### src/rtl/pulse_stretcher.sv
// Stretches single-cycle events on din into HIGH_CYC-wide pulses separated by GAP_CYC low
// cycles, queueing overlapping events. Define RETRIGGER_EN to extend the pulse on din in HIGH.
module pulse_stretcher #(
    parameter int HIGH_CYC = 4,
    parameter int GAP_CYC  = 2,
    parameter int PEND_MAX = 3
) (
    input  logic                          clk,
    input  logic                          reset,
    input  logic                          din,
    output logic                          dout,
    output logic                          busy,
    output logic [$clog2(PEND_MAX+1)-1:0] pending,
    output logic                          overflow,
    output logic [1:0]                    state_dbg
);

    localparam int CMAX   = (HIGH_CYC > GAP_CYC) ? HIGH_CYC : GAP_CYC;
    localparam int CNT_W  = (CMAX > 1) ? $clog2(CMAX) : 1;
    localparam int PEND_W = $clog2(PEND_MAX + 1);

    localparam logic [CNT_W-1:0]  CNT_HIGH = CNT_W'(HIGH_CYC - 1);
    localparam logic [CNT_W-1:0]  CNT_GAP  = CNT_W'(GAP_CYC - 1);
    localparam logic [PEND_W-1:0] PEND_TOP = PEND_W'(PEND_MAX);

    typedef enum logic [1:0] {
        IDLE = 2'd0,
        HIGH = 2'd1,
        GAP  = 2'd2
    } state_t;

    state_t            state, state_next;
    logic [CNT_W-1:0]  cnt, cnt_next;
    logic [PEND_W-1:0] pending_next;
    logic              queue, consume, drop;

    always_comb begin
        state_next = state;
        cnt_next   = cnt;
        queue      = 1'b0;
        consume    = 1'b0;
        case (state)
            IDLE: begin
                if (din) begin
                    state_next = HIGH;
                    cnt_next   = CNT_HIGH;
                end
            end
            HIGH: begin
`ifdef RETRIGGER_EN
                if (din) begin
                    cnt_next = CNT_HIGH;
                end else if (cnt != '0) begin
                    cnt_next = cnt - CNT_W'(1);
                end else begin
                    state_next = GAP;
                    cnt_next   = CNT_GAP;
                end
`else
                queue = din;
                if (cnt != '0) begin
                    cnt_next = cnt - CNT_W'(1);
                end else begin
                    state_next = GAP;
                    cnt_next   = CNT_GAP;
                end
`endif
            end
            GAP: begin
                queue = din;
                if (cnt != '0) begin
                    cnt_next = cnt - CNT_W'(1);
                end else if (pending != '0 || din) begin
                    // A din in the last gap cycle with nothing queued is queued and
                    // consumed at once, so pending is left untouched.
                    state_next = HIGH;
                    cnt_next   = CNT_HIGH;
                    consume    = 1'b1;
                end else begin
                    state_next = IDLE;
                end
            end
            default: state_next = IDLE;
        endcase
    end

    always_comb begin
        pending_next = pending;
        drop         = 1'b0;
        if (queue && !consume) begin
            if (pending == PEND_TOP) begin
                drop = 1'b1;
            end else begin
                pending_next = pending + PEND_W'(1);
            end
        end else if (consume && !queue) begin
            pending_next = pending - PEND_W'(1);
        end
    end

    always_ff @(posedge clk) begin
        if (reset) begin
            state    <= IDLE;
            cnt      <= '0;
            pending  <= '0;
            dout     <= 1'b0;
            busy     <= 1'b0;
            overflow <= 1'b0;
        end else begin
            state    <= state_next;
            cnt      <= cnt_next;
            pending  <= pending_next;
            dout     <= (state_next == HIGH);
            busy     <= (state_next != IDLE);
            overflow <= drop;
        end
    end

    assign state_dbg = state;

endmodule

### config.mk
export PLATFORM = sky130hd
export DESIGN_NAME = pulse_stretcher
export DESIGN_NICKNAME = d
export VERILOG_FILES = /design/src/rtl/pulse_stretcher.sv
export SDC_FILE = /design/constraint.sdc
export NUM_CORES = 1
export LEC_CHECK = 0
export CAP_MARGIN = 40
export CORE_AREA = 2 2 39 41
export DETAILED_ROUTE_END_ITERATION = 16
export DIE_AREA = 0 0 41 43
export HOLD_SLACK_MARGIN = 0.08
export PLACE_DENSITY = 0.65
export SETUP_SLACK_MARGIN = 0.5
export SYNTH_ARGS = -nofsm -noshare
export SYNTH_HDL_FRONTEND = slang
export SYNTH_SLANG_ARGS = --single-unit
### constraint.sdc
create_clock -name clk -period 4.5 [get_ports clk]
set_input_delay 0.45 -clock clk [delete_from_list [all_inputs] [get_ports clk]]
set_output_delay 0.45 -clock clk [all_outputs]
set_load 0.01 [all_outputs]
== Word level (Yosys, flattened, before mapping) ==
Cells that the tools add are included.

* Reduce and logical (&&, ||, !) cells: 15
* Bitwise logic cells: 1
* Multiplexer cells: 18
* Add/sub/neg operators: 3
* Equality and inequality tests: 7

{| class="wikitable"
|+ Operators with widths
! kind !! count
|-
| two-way mux 2 bit || 10
|-
| one-hot mux 2 bit (3 select lines) || 2
|-
| nonzero test 2 bit || 4
|-
| two-way mux 1 bit || 6
|-
| == test 2 x 1 -> 1 bit, second input constant || 2
|-
| == test 2 bit, second input constant || 2
|-
| inequality test 2 bit, second input constant || 2
|-
| OR reduction 2 bit || 2
|-
| subtractor 2 x 1 -> 2 bit, second input constant || 2
|-
| inequality test 3 bit, second input constant || 1
|-
| AND reduction 3 bit || 1
|-
| nonzero test 3 bit || 1
|-
| adder 2 x 1 -> 2 bit, second input constant || 1
|-
| logical AND 1 bit || 2
|-
| zero test 1 bit || 2
|-
| zero test 2 bit || 1
|-
| AND reduction 2 bit || 1
|-
| logical OR 1 bit || 1
|-
| inverter 1 bit || 1
|}

* Logic and storage cells: 50
* Bits of input ports: 3
* Output and inout bits: 7
* Register bits: 9

== Longest topological paths before layout ==
* Depth in word-level cells: 9
* Gate-level depth with buffers: 7
* Gate-level depth less buffers: 6

== Worst setup path before layout ==
OpenSTA, ideal clock, no wires.

* Path kind: reg2reg
* Start: register state[0], in the netlist state_dbg[0]
* End: register cnt[1]
* Data required time: 4385 ps
* Data arrival time: 1423 ps
* Period minus slack after synthesis: 1538 ps
* Setup time: 115 ps
* Stages on the path, launching flop included: 7
* Buffers on the path: 0
* Path slack: 2962 ps
* Path through: dfxtp_1 inv_1 ha_1 nor2b_1 a311oi_2 a41oi_1 o21a_1

* Cells in the longest elaborated chain, start to end: 3
* Elaborated cells on any way between the ends: 8
* Classes of those cells: eq/ne (4); mux (1); reduce/logical (3)

{| class="wikitable"
|+ Ends and longest elaborated chain
! what !! RTL line !! text
|-
| start: declaration || 32 || <nowiki>state_t state, state_next;</nowiki>
|-
| start signal: assignment || 110 || <nowiki>state <= state_next;</nowiki>
|-
| == test 2 bit, or another cell as far along || 42 || <nowiki>case (state)</nowiki>
|-
| inequality test 3 bit (no line), or another cell as far along || n/a ||
|-
| AND reduction 3 bit (no line) || n/a ||
|-
| end signal: assignment || 111 || <nowiki>cnt <= cnt_next;</nowiki>
|-
| end: declaration || 33 || <nowiki>logic [CNT_W-1:0] cnt, cnt_next;</nowiki>
|}

Several ways; a longest one is shown, not always the timed one.
A chain may end at the register's enable or synchronous reset.

== Worst setup path after layout ==
* Start: register pending[0]
* End: output pending[0]

{| class="wikitable"
|+ RTL lines
! what !! RTL line !! text
|-
| start: declaration || 13 || <nowiki>output logic [$clog2(PEND_MAX+1)-1:0] pending,</nowiki>
|-
| start signal: assignment || 112 || <nowiki>pending <= pending_next;</nowiki>
|}

No word-level cell between the ends.

==> impl_metrics.yaml <==
sta:
  max_freq_mhz: 557
  fin_crit_sh: 0.399
  rsz0062_at_grt: "false"
  hold_violations: 0
  tightest_slew_ps: 332
  setup_slack_ps: 2700
  maxSlewHeadroom: 0.779
  fin_crit_ps: 1800
  fin_tns_setup_ps: 0
  skew_ps: 1.49
  setup_violations: 0
  hold_slack_ps: 507
  drv_slew: 0
die:
  die_h_um: 43
  die-area_um2: 1760
  start_util: 0.397
  die_w_um: 41
  top_level_ports: 10
  core_um2: 1380
  rows: 14
global_routing:
  grt_pass1_vias: 412
  grt_max_degree: 9
  antenna_found_initial: 0
  grt_overflow: 0
  grt_pass1_wl_um: 1660
  grt_use_total: 0.142
setup_path:
  crit_family: "buffers and inverters"
  critPathSlowestCell: "clkdlybuf4s50_1"
  cp_data_required_time_ps: 4050
  path_class: "register to output pin"
  path_max_fanout: 8
  crit_buf_inv: 1
  cp_slowest_stage_delay_ps: 600
  critPathLaunchType: "register"
  worst-endpoint-arrival_ps: 1350
  endpoint_kind: "output pin"
  cp_cell_sequence: "clkdlybuf4s50_1"
cts:
  postCtsSetupRepairBufs: 0
  ctsHoldBuffers: 0
  cts_sinks: 9
  cts_tree: "built"
  cts_max_path_buffers: 2
  postCtsResizedCells: 0
  cts_buffers: 3
  clk_latency_ps: 260
  cts_root_buffer: "clkbuf_4"
  htreeDepth: 1
  clkTransAtPathRegs_ps: 60
yosys:
  yosys.area.top_type: "dfxtp_1"
  synth_common_cells: "dfxtp_1, ha_1, inv_1"
  ys_ff_latch: 9
  synth_xor_area_frac: 0.0159
  yosysMostFrequentCell: "dfxtp_1"
  synthArstFlopShare: 0
  syn-num-nets: 73
  synth_flop_cell: "dfxtp_1"
  muxShareOfSynthArea: 0
  synth_compound_area_frac: 0.223
  synthDistinctLibCells: 26
  synth.top_cell.area_share: 0.328
  synth_cells: 63
  synthesis.area_um2: 549
  yosysSeqAreaShare: 0.328
  synth_top_family_by_area: "compound AO/OA/AOI/OAI gates"
  synthTopCellsByArea: "dfxtp_1, ha_1, a21oi_1"
  synthSimpleGateAreaFrac: 0.210
  syn_area_per_cell_um2: 8.72
  ys_warn_count: 0
  synth-edff-count: 0
  synthAdderAreaFrac: 0.159
placement:
  io_buffer_count: 9
  place_area_um2: 647
  dp_hpwl_um: 766
  pre_cts_ws_ps: 2650
  gp_congestion: 0.733
  place_inst: 86
cells_and_area:
  drive_gt1_frac: 0.0946
  fin_util: 0.487
  syn2layout_area_growth_pct: 22.8
  fin_cells: 90
  diodes: 0
  layout.nets: 85
  design_area_um2: 674
route:
  route.detailed.drc: 0
  wl_per_cell_um: 11.2
  firstDrtPassIters: 2
  dr_total_vias: 454
  via_per_inst: 5.04
  antenna_left: 0
  drtIter0Drc: 1
  wl_um: 1000
power_and_ir_drop:
  p_comb_frac: 0.349
  power.density_nw_per_um2: 374
  ir_drop_uv: 205
  switching_share: 0.340
  power.switching_uw: 85.7
  p_int_uw: 166
  p_leak_nw: 0.271
  pwr-share-seq: 0.403
  fin_total_pwr_uw: 252
  clkPwrFrac: 0.248
run_status:
  outcome: "finished clean"
flow_run:
  cap_violations: 0
worst_hold_path:
  hold_class: "register to register"
## cell usage in the layout (no fill, tap or decap)
cell	instances
o21a_1	2
o221ai_1	1
nand2b_1	2
ha_1	7
nor3_1	1
o21ai_0	4
nor2b_1	2
nor3_2	1
nand3_1	1
o22ai_1	2
nor2_1	4
nand2_4	1
a311oi_2	1
and2_1	2
dfxtp_1	9
a311oi_1	1
clkbuf_4	3
nand2_1	3
or2b_1	1
clkdlybuf4s50_1	9
inv_1	6
nor4_1	2
a21oi_1	5
clkinv_2	1
xor2_1	1
a41oi_1	1
a211o_1	1
## routing by layer
layer	up-vias	track usage	share of wire
li1	241	-	-
met1	203	0.155	0.45
met2	7	0.213	0.49
met3	3	0.0838	0.050
met4	0	0.0600	0.010
met5	-	0	0
## sequential cells by signal, summed over array words and instances (netlist names)
register,flops
dout,1
cnt,2
pending,2
state_dbg,2
overflow,1
busy,1
## path summary, 6_finish.rpt
| kind | endpoint | startpoint | cells past startpoint | slack (ps) |
|---|---|---|---|---|
| hold / removal | cnt[1] | cnt[1] | 1 | 510 |
| hold reg to reg | cnt[1] | cnt[1] | 1 | 510 |
| setup reg to reg | cnt[0] | state_dbg[0] | 6 | 2890 |
| setup / recovery | pending[0] | pending[0] | 1 | 2700 |
## cell type report
cell class / instances / area [um2]
well taps: 16 / 20.0
clock buffers: 3 / 22.5
inverters: 6 / 22.5
clock inverters: 1 / 5.00
fillers: 138 / 709
repair buffers: 9 / 90.1
flip-flops and latches: 9 / 180
multi-input cells: 46 / 334
## power by group through the flow
stage	Sequential [mW]	Clock, mW	Combinational [mW]
floorplan	0.105	0	0.0581
global placement	0.104	0	0.0869
detailed placement	0.104	0	0.0872
CTS	0.102	0.0653	0.0888
global route	0.103	0.0688	0.0983
finish	0.102	0.0625	0.0880
## cells by family (layout without fill, tap and decap cells)
family          Yosys count  in the layout
simple gates             20             20
compound gates           18             18
flops                     9              9
buf+inv                   8             19
fa+ha+maj                 7              7
xor+xnor                  1              1
(Power assumes the default switching activity.)
